**src/rtl/uart_pkg.sv**
```systemverilog
// Shared UART definitions: receiver state encoding and default bit timing.
package uart_pkg;

  typedef enum logic [1:0] {
    IDLE  = 2'd0,
    START = 2'd1,
    DATA  = 2'd2,
    STOP  = 2'd3
  } rx_state_e;

  // 115200 baud from a 100 MHz clock; the transmitter uses the same value.
  localparam int DEFAULT_CLKS_PER_BIT = 868;

endpackage

```
**src/rtl/sync_fifo.sv**
```systemverilog
// First-word-fall-through synchronous FIFO. The head entry is always visible
// on rd_data. A push into a full FIFO is taken only when a pop frees a slot
// in the same cycle. A pop while empty is ignored.
module sync_fifo #(
  parameter int WIDTH = 8,
  parameter int DEPTH = 4
) (
  input  logic                     clk,
  input  logic                     rst_n,
  input  logic                     push,
  input  logic                     pop,
  input  logic [WIDTH-1:0]         wr_data,
  output logic [WIDTH-1:0]         rd_data,
  output logic                     full,
  output logic                     empty,
  output logic [$clog2(DEPTH):0]   count
);

  localparam int AW = $clog2(DEPTH);

  logic [WIDTH-1:0] mem [DEPTH];
  logic [AW-1:0]    wr_ptr;
  logic [AW-1:0]    rd_ptr;
  logic             do_push;
  logic             do_pop;

  assign full    = (count == (AW+1)'(DEPTH));
  assign empty   = (count == '0);
  assign do_pop  = pop & ~empty;
  assign do_push = push & (~full | do_pop);
  assign rd_data = mem[rd_ptr];

  // Storage, pointers (wrap modulo DEPTH) and occupancy.
  always_ff @(posedge clk or negedge rst_n) begin
    if (!rst_n) begin
      for (int i = 0; i < DEPTH; i++) mem[i] <= '0;
      wr_ptr <= '0;
      rd_ptr <= '0;
      count  <= '0;
    end else begin
      if (do_push) begin
        mem[wr_ptr] <= wr_data;
        wr_ptr      <= wr_ptr + AW'(1);
      end
      if (do_pop) rd_ptr <= rd_ptr + AW'(1);
      case ({do_push, do_pop})
        2'b10:   count <= count + 1'b1;
        2'b01:   count <= count - 1'b1;
        default: count <= count;
      endcase
    end
  end

endmodule

```
**src/rtl/uart_rx_fifo.sv**
```systemverilog
// 8N1 UART receiver feeding a small FWFT FIFO.
// Consumer handshake: a byte is taken from rx_data on any rising clk edge where
// rx_valid=1 and rx_ready=1. rx_valid never depends on rx_ready, and rx_data
// stays stable while rx_valid=1 and no pop occurs.
// The FSM state is exported on 'state' for observation.
module uart_rx_fifo
  import uart_pkg::*;
#(
  parameter int CLKS_PER_BIT = DEFAULT_CLKS_PER_BIT,
  parameter int DEPTH        = 4
) (
  input  logic                   clk,
  input  logic                   rst_n,
  input  logic                   rx,
  output logic [7:0]             rx_data,
  output logic                   rx_valid,
  input  logic                   rx_ready,
  output logic                   frame_err,
  output logic                   overrun,
  input  logic                   overrun_clr,
  output logic [$clog2(DEPTH):0] fifo_count,
  output rx_state_e              state
);

  localparam logic [15:0] BAUD_LAST = 16'(CLKS_PER_BIT - 1);
  localparam logic [15:0] HALF_LAST = 16'(CLKS_PER_BIT / 2 - 1);

  logic        rx_s1, rx_s2, rx_prev;
  logic        fall;
  rx_state_e   state_q, state_d;
  logic [15:0] baud_cnt;
  logic [2:0]  bit_cnt;
  logic [7:0]  shift_q;
  logic        baud_clr, bit_clr, shift_en, push_req, ferr_d;
  logic        fifo_full, fifo_empty, pop_req, overrun_evt;

  assign fall  = rx_prev & ~rx_s2;
  assign state = state_q;

  // Two-flop synchronizer plus a history flop for falling-edge detection.
  always_ff @(posedge clk or negedge rst_n) begin
    if (!rst_n) begin
      rx_s1   <= 1'b1;
      rx_s2   <= 1'b1;
      rx_prev <= 1'b1;
    end else begin
      rx_s1   <= rx;
      rx_s2   <= rx_s1;
      rx_prev <= rx_s2;
    end
  end

  // FSM state register.
  always_ff @(posedge clk or negedge rst_n) begin
    if (!rst_n) state_q <= IDLE;
    else        state_q <= state_d;
  end

  // Next-state and datapath control; sampling points are mid-bit.
  always_comb begin
    state_d  = state_q;
    baud_clr = 1'b0;
    bit_clr  = 1'b0;
    shift_en = 1'b0;
    push_req = 1'b0;
    ferr_d   = 1'b0;
    case (state_q)
      IDLE: begin
        if (fall) begin
          state_d  = START;
          baud_clr = 1'b1;
        end
      end
      START: begin
        if (baud_cnt == HALF_LAST) begin
          baud_clr = 1'b1;
          if (!rx_s2) begin
            state_d = DATA;
            bit_clr = 1'b1;
          end else begin
            state_d = IDLE;
          end
        end
      end
      DATA: begin
        if (baud_cnt == BAUD_LAST) begin
          baud_clr = 1'b1;
          shift_en = 1'b1;
          if (bit_cnt == 3'd7) state_d = STOP;
        end
      end
      STOP: begin
        if (baud_cnt == BAUD_LAST) begin
          baud_clr = 1'b1;
          state_d  = IDLE;
          push_req = rx_s2;
          ferr_d   = ~rx_s2;
        end
      end
      default: state_d = IDLE;
    endcase
  end

  // Baud/bit counters, shift register, frame error pulse and sticky overrun.
  always_ff @(posedge clk or negedge rst_n) begin
    if (!rst_n) begin
      baud_cnt  <= '0;
      bit_cnt   <= '0;
      shift_q   <= '0;
      frame_err <= 1'b0;
      overrun   <= 1'b0;
    end else begin
      if (baud_clr || state_q == IDLE) baud_cnt <= '0;
      else                              baud_cnt <= baud_cnt + 16'd1;
      if (bit_clr)       bit_cnt <= '0;
      else if (shift_en) bit_cnt <= bit_cnt + 3'd1;
      if (shift_en) shift_q[bit_cnt] <= rx_s2;
      frame_err <= ferr_d;
      // An overrun event wins over a simultaneous clear.
      if (overrun_evt)      overrun <= 1'b1;
      else if (overrun_clr) overrun <= 1'b0;
    end
  end

  assign rx_valid    = ~fifo_empty;
  assign pop_req     = rx_valid & rx_ready;
  assign overrun_evt = push_req & fifo_full & ~pop_req;

  sync_fifo #(
    .WIDTH (8),
    .DEPTH (DEPTH)
  ) u_fifo (
    .clk     (clk),
    .rst_n   (rst_n),
    .push    (push_req),
    .pop     (pop_req),
    .wr_data (shift_q),
    .rd_data (rx_data),
    .full    (fifo_full),
    .empty   (fifo_empty),
    .count   (fifo_count)
  );

endmodule
```
**config.mk**
```make
export PLATFORM = sky130hd
export DESIGN_NAME = uart_rx_fifo
export DESIGN_NICKNAME = d
export VERILOG_FILES = /design/src/rtl/uart_pkg.sv /design/src/rtl/sync_fifo.sv /design/src/rtl/uart_rx_fifo.sv
export SDC_FILE = /design/constraint.sdc
export NUM_CORES = 1
export LEC_CHECK = 0
export CAP_MARGIN = 20
export CELL_PAD_IN_SITES_DETAIL_PLACEMENT = 2
export CELL_PAD_IN_SITES_GLOBAL_PLACEMENT = 2
export CORE_MARGIN = 8
export CORE_UTILIZATION = 45
export CTS_CLUSTER_DIAMETER = 50
export DETAILED_ROUTE_END_ITERATION = 16
export PLACE_DENSITY_LB_ADDON = 0.1
export SLEW_MARGIN = 20
export SYNTH_ARGS = -nofsm -noshare
export SYNTH_HDL_FRONTEND = slang
export SYNTH_SLANG_ARGS = --single-unit
```
**constraint.sdc**
```tcl
create_clock -name clk -period 4.4 [get_ports clk]
set_input_delay 1.1 -clock clk [delete_from_list [all_inputs] [get_ports clk]]
set_output_delay 1.1 -clock clk [all_outputs]
set_load 0.1 [all_outputs]
```
* Yosys cells after proc, flatten, opt, wreduce, memory -nomap -nowiden
Cells that the tools add are included.
Cells by class: reduce and logical (&&, ||, !) cells 10, bitwise gates (word level) 13, $lt $le $gt $ge 5, $add $sub $neg 6, multiplexer cells 34, eq/ne operators 14
Operators by type and width (number):
- $bwmux W32 | 1
- $mux W8 | 3
- $add A16 B1 Y16 const B | 1
- $bmux W8 S2 | 1
- $demux W8 S2 | 1
- $eq A16 B10 Y1 const B | 1
- $eq A16 B9 Y1 const B | 1
- $mux W16 | 1
- $mux W1 | 14
- $mux W2 | 6
- $ne A2 B2 Y1 const B | 5
- $bwmux W8 | 1
- $pmux W2 S4 | 1
- $add A3 B1 Y3 const B | 2
- $and A1 B1 Y1 | 6
- $eq A2 B2 Y1 const B | 3
- $eq A3 B3 Y1 const B | 2
- $ge A3 B3 Y1 const B | 2
- $mux W3 | 2
- $not A2 Y3 | 2
- $pmux W3 S2 | 1
- $reduce_bool A2 Y1 | 3
- $reduce_and A5 Y1 | 1
- $add A2 B1 Y2 const B | 2
- 14 further kinds | 19
Word-level totals: bits in registers 73, bits of input ports 5, output and inout port bits 16, logic and storage cells 98

* Depth between registers and ports, before layout
depth in word-level cells 8, mapped depth 12, gate-level depth less buffers 10

* By module
From an unflattened synthesis, not the netlist that was laid out.
Unflattened totals: cells, all modules 274, area, all modules 3524.6 µm²
By module, submodules not included:
- sync_fifo | area an instance 1801.7 µm², cells an instance 115, sequential area each 975.9 µm², instances 1
- uart_rx_fifo | area an instance 1722.9 µm², cells an instance 159, sequential area each 854.6 µm², instances 1

* Least setup slack after synthesis
OpenSTA, ideal clock, no wires.
kind register -> register, start point register u_fifo.count[0], end point register u_fifo.count[2], clock period less this slack 3146 ps, data required time 4238 ps, stages on the path, launching flop included 9, arrival time 2984 ps, library setup time 162 ps, setup slack 1254 ps, path buffers 0, path through dfrtp_1 > or3_1 > and2_1 > ha_1 > inv_1 > fa_1 > xor2_1 > nor2_1 > xor2_1
Between the ends: cells in the longest elaborated chain, start to end 8, elaborated cells on any way between the ends 14, those cells by class 2 x add/sub; 3 x eq/ne; 1 x mux; 6 x bitwise; 2 x reduce/logical
Ends and longest elaborated chain:
- start: declaration | line sync_fifo.sv:16 | output logic [$clog2(DEPTH):0] count
- start signal: assignment | line sync_fifo.sv:47 | 2'b10: count <= count + 1'b1;
- start signal: assignment | line sync_fifo.sv:48 | 2'b01: count <= count - 1'b1;
- start signal: assignment | line sync_fifo.sv:49 | default: count <= count;
- $logic_not A3 Y1 (*) | line sync_fifo.sv:28 | assign empty = (count == '0);
- $not A1 Y1 (*) | line uart_rx_fifo.sv:125 | assign rx_valid = ~fifo_empty;
- named net rx_valid | line uart_rx_fifo.sv:16 | output logic rx_valid,
- $and A1 B1 Y1 | line uart_rx_fifo.sv:126 | assign pop_req = rx_valid & rx_ready;
- $and A1 B1 Y1 (*) | line sync_fifo.sv:29 | assign do_pop = pop & ~empty;
- named net u_fifo.do_pop | line sync_fifo.sv:25 | logic do_pop;
- $or A1 B1 Y1 | line sync_fifo.sv:30 | assign do_push = push & (~full | do_pop);
- $and A1 B1 Y1 | line sync_fifo.sv:30
- $eq A2 B1 Y1 / $eq A2 B2 Y1 (equally long branches) | line sync_fifo.sv:46 | case ({do_push, do_pop})
- $pmux W3 S2 / $reduce_bool A2 Y1 (equally long branches)
Mark *: on every way through the listed nets, which the timed path passes. The rest lies on a longest branch. A chain may end at the register's enable or synchronous reset.

* Final worst setup path
start point register u_fifo.rd_ptr[0], end point output port rx_data[7]
Between the ends: cells in the longest elaborated chain, start to end 4
Ends and longest elaborated chain:
- start: declaration | line sync_fifo.sv:23 | logic [AW-1:0] rd_ptr;
- start signal: assignment | line sync_fifo.sv:45 | if (do_pop) rd_ptr <= rd_ptr + AW'(1);
- $not A2 Y3 (implied by the code) | line sync_fifo.sv:31 | assign rd_data = mem[rd_ptr];
- $bmux W8 S2 | line sync_fifo.sv:31
- $mux W8 (implied by the code) (2 in a row) | line sync_fifo.sv:31
- end: declaration | line uart_rx_fifo.sv:15 | output logic [7:0] rx_data,
No other way between the ends. The select of a mux whose other input is x is not followed.

==> results by stage <==
Placement:
- After detailed placement, the design holds a cell count of 383.
- Port buffering added 20 buffers.
- The half-perimeter wire length after detailed placement is roughly 5200 µm.
- The placed cell area is approximately 3800 µm².
- The pre-CTS setup slack is about 0.96 ns.
- Routability-driven placement finished with a final weighted congestion of 0.724.

Synthesis:
- A synthesized cell averages roughly 13 µm².
- The fraction of registers with async set/reset is 100%.
- The area of the mapped netlist is about 3600 µm².
- In the post-synthesis netlist, the biggest area contributors are dfrtp_1 (49%), mux2_2 (11%), mux4_2 (5.1%), ha_1 (3.2%), xor2_1 (3.0%).
- The synthesized flop and latch total is 73.
- The Yosys step of the flow raised 0 warnings.
- The fraction of synthesized cell area taken by the top area cell type is a little under 50%.
- The commonest cells after synthesis are dfrtp_1 (70), mux2_2 (35), nor2_1 (19).
- dfrtp_1 takes more of the synthesized area than any other cell.
- The total nets after synthesis is about 290.
- The share of synthesized area occupied by flip-flops and latches is between 50% and 60%.
- Counting distinct cell types in the post-synthesis netlist gives 46.
- dfrtp_1 is the most common cell in the netlist.
- Counting flops with a built-in enable in the synthesized netlist gives 0.
- The post-synthesis cell count is 270.
- For this run, the leading register cell type out of synthesis is dfrtp_1.

Clocking:
- The number of buffers inserted to repair setup after CTS is 0.
- The number of sinks on the clock net is between 70 and 80.
- The tree is rooted in a clkbuf_8.
- The latest clock arrival within the worst-skew pair is roughly 0.35 ns.
- Buffers inserted to repair hold after CTS numbered 0.
- In this run, CTS created clock tree buffers numbering 9.
- The post-CTS clock slew at the launch and capture registers of the worst setup and hold paths is 0.08 ns.
- The clock tree from TritonCTS is yes.
- No sink is reached through more buffers than the 2 on the longest clock path.
- The count of instances resized after the clock tree is built is 0.
- The total number of H-tree levels is 3.

Cells and area:
- The number of antenna diodes in the final layout is 0.
- The proportion of layout cells with a drive suffix above 1 is about 25%.
- The utilization of the core after routing is 52.4%.
- The finished cells cover 4030 µm².
- The final net count is a little over 300.
- The post-route non-filler standard cell count is between 300 and 400.
- The layout-stage area growth over the synthesis result is 13.3%.

Critical path:
- The peak fanout along the critical path is 10.
- The startpoint kind of the worst setup timing path is a flop.
- The largest incremental delay on the critical path is 0.99 ns.
- The endpoint class of the critical path is an output port.
- The critical path goes through mux4_2 -> clkdlybuf4s50_1.
- Among cell families on the critical path, the largest total delay comes from buffers and inverters.
- The signal arrival time at the worst endpoint is 2.75 ns.
- The cell with the largest stage delay on the worst path is clkdlybuf4s50_1.
- The combined buffer and inverter count along the critical path is 1.
- Data on the critical path is required at its endpoint by 3.30 ns.
- The critical path in this run is classified as reg2out.

STA:
- The final cycle utilization of the critical path is between 80 and 90%.
- The highest clock frequency the design can meet is 260 MHz.
- The final period demand of the worst path is 3.85 ns.
- In this run the tightest slew margin relative to its limit is 33.8%.
- In the post-route analysis, the smallest setup slack over all paths is ~0.55 ns.
- Setup repair after global routing left no endpoint under its margin.
- Hold is met by 0.358 ns.
- The clock tree skew after final layout is 0.00713 ns.
- The setup total negative slack is 0 ns.
- The number of pins exceeding their max-slew limit in the final report came to 0.
- At the pin with the least slew margin, the transition time is 0.989 ns.
- The final setup violation count is 0.
- The hold violation count in the final report is 0.

Outcome:
- The run finished with clean final reports.

Floorplanning:
- The number of placement rows is 32.
- The initial utilization of the core area, before any placement, comes to ~46%.
- The die covers between 10000 and 15000 µm².
- In this run the vertical extent of the chip is roughly 100 µm.
- The top-level I/O count is 21.
- The core region is between 7000 and 8000 µm².
- The width of the die is 105 µm.

Drt:
- The count of nets left with antenna violations once routing finished came out at 0.
- For this block, the routed nets add up to around 8600 µm of wire.
- The pre-antenna-repair detailed-routing pass consisted of 4 iterations.
- The via total after detailed routing is 2273.
- The violation count after the first detailed-routing iteration is 44.
- The routed wirelength normalized by instance count is 21.7 µm.
- Using the TritonRoute via totals, the vias-per-cell ratio works out to approximately 5.7.
- For this run, design rule violations remaining after detail routing come to 0.

Power:
- Power spread over the standard cell area amounts to 453 nW/µm².
- The static leakage is approximately 1.8 nW.
- VDD sags by at most 0.299 mV.
- Power comes to 1.82 mW.

Global route:
- After global routing the overflow that remains totals 0.
- The global-route wire length before repair is 14100 µm.
- The number of antenna violations at the first check in global routing is 0.
- The via count of the first global-routing pass is about 2500.
- Entering global routing, the biggest net connects 74 pins.
- The total global-route track usage is 16.4%.

Flow run:
- Across the run, the number of max-cap violations was 0.

Worst hold path:
- The class of the worst hold path is reg2reg.
[layer usage]
| metal | share of wire (%) | track usage [%] | up-vias |
|---|---|---|---|
| li1 | - | - | 1023 |
| met1 | 43 | 18.4 | 1218 |
| met2 | 54 | 29.4 | 23 |
| met3 | 2.5 | 5.04 | 9 |
| met4 | 1.0 | 4.38 | 0 |
| met5 | 0 | 0 | - |
[registers in the layout, indices dropped and copies added (netlist names), named ones only]
signal / flops
bit_cnt: 3
rx_prev: 1
u_fifo.count: 3
rx_s1: 1
overrun: 1
state: 1
frame_err: 1
baud_cnt: 16
u_fifo.rd_ptr: 2
shift_q: 8
u_fifo.wr_ptr: 2
rx_s2: 1
u_fifo.mem: 32
[cell families after synthesis]
group / after synthesis / synth area share [%]
simple gates: 83 / 15.6
flops: 73 / 51.5
mux: 50 / 18.3
buf+inv: 19 / 3.20
compound gates: 18 / 3.45
xor+xnor: 17 / 4.19
fa+ha+maj: 10 / 3.73
[power breakdown]
part	leakage [nW]	total (mW)	switching, mW	internal, mW
Clock	0.113	0.589	0.254	0.334
Combinational	0.712	0.420	0.289	0.130
Sequential	0.994	0.815	0.102	0.713
[area by class of cell]
| class | count | area, µm² |
|---|---|---|
| sequential | 73 | 1830 |
| multi-input combinational | 178 | 1610 |
| timing repair buffer | 21 | 205 |
| fill | 765 | 3660 |
| clock inverter | 5 | 78.8 |
| clock buffer | 11 | 141 |
| inverter | 9 | 33.8 |
| tap | 102 | 128 |
[cells in the final DEF (no fill, tap or decap), types with 2 or more instances in the layout]
master / instances
a21oi_1: 7
nand3_4: 4
nor4_1: 2
clkinv_2: 2
nand4b_1: 3
nor4_4: 2
o31ai_1: 2
clkdlybuf4s50_1: 19
nand3_1: 10
clkbuf_8: 10
nor2_1: 19
or3_1: 4
ha_1: 9
mux2_2: 35
mux2_1: 6
and4_1: 3
xnor2_1: 5
xor2_1: 12
nand4_1: 11
and3_1: 3
bufinv_16: 2
o21ai_0: 5
nor3_1: 2
inv_1: 9
nand2_1: 7
and2_1: 3
dfrtp_1: 70
mux4_2: 8
dfstp_2: 3
buf_4: 2
[path summary, 6_finish.rpt]
path,start,end,slack (ns),cells past startpoint
setup reg to reg,baud_cnt[0],u_fifo.count[2],1.71,11
hold reg to reg,rx_s1,rx_s2,0.36,0
max in group asynchronous,rst_n,baud_cnt[3],2.89,1
hold / removal,rx_s1,rx_s2,0.36,0
setup / recovery,u_fifo.rd_ptr[0],rx_data[7],0.55,2
min in group asynchronous,rst_n,u_fifo.mem[24],0.88,1
No activity file was read; power rests on OpenSTA's default activity.
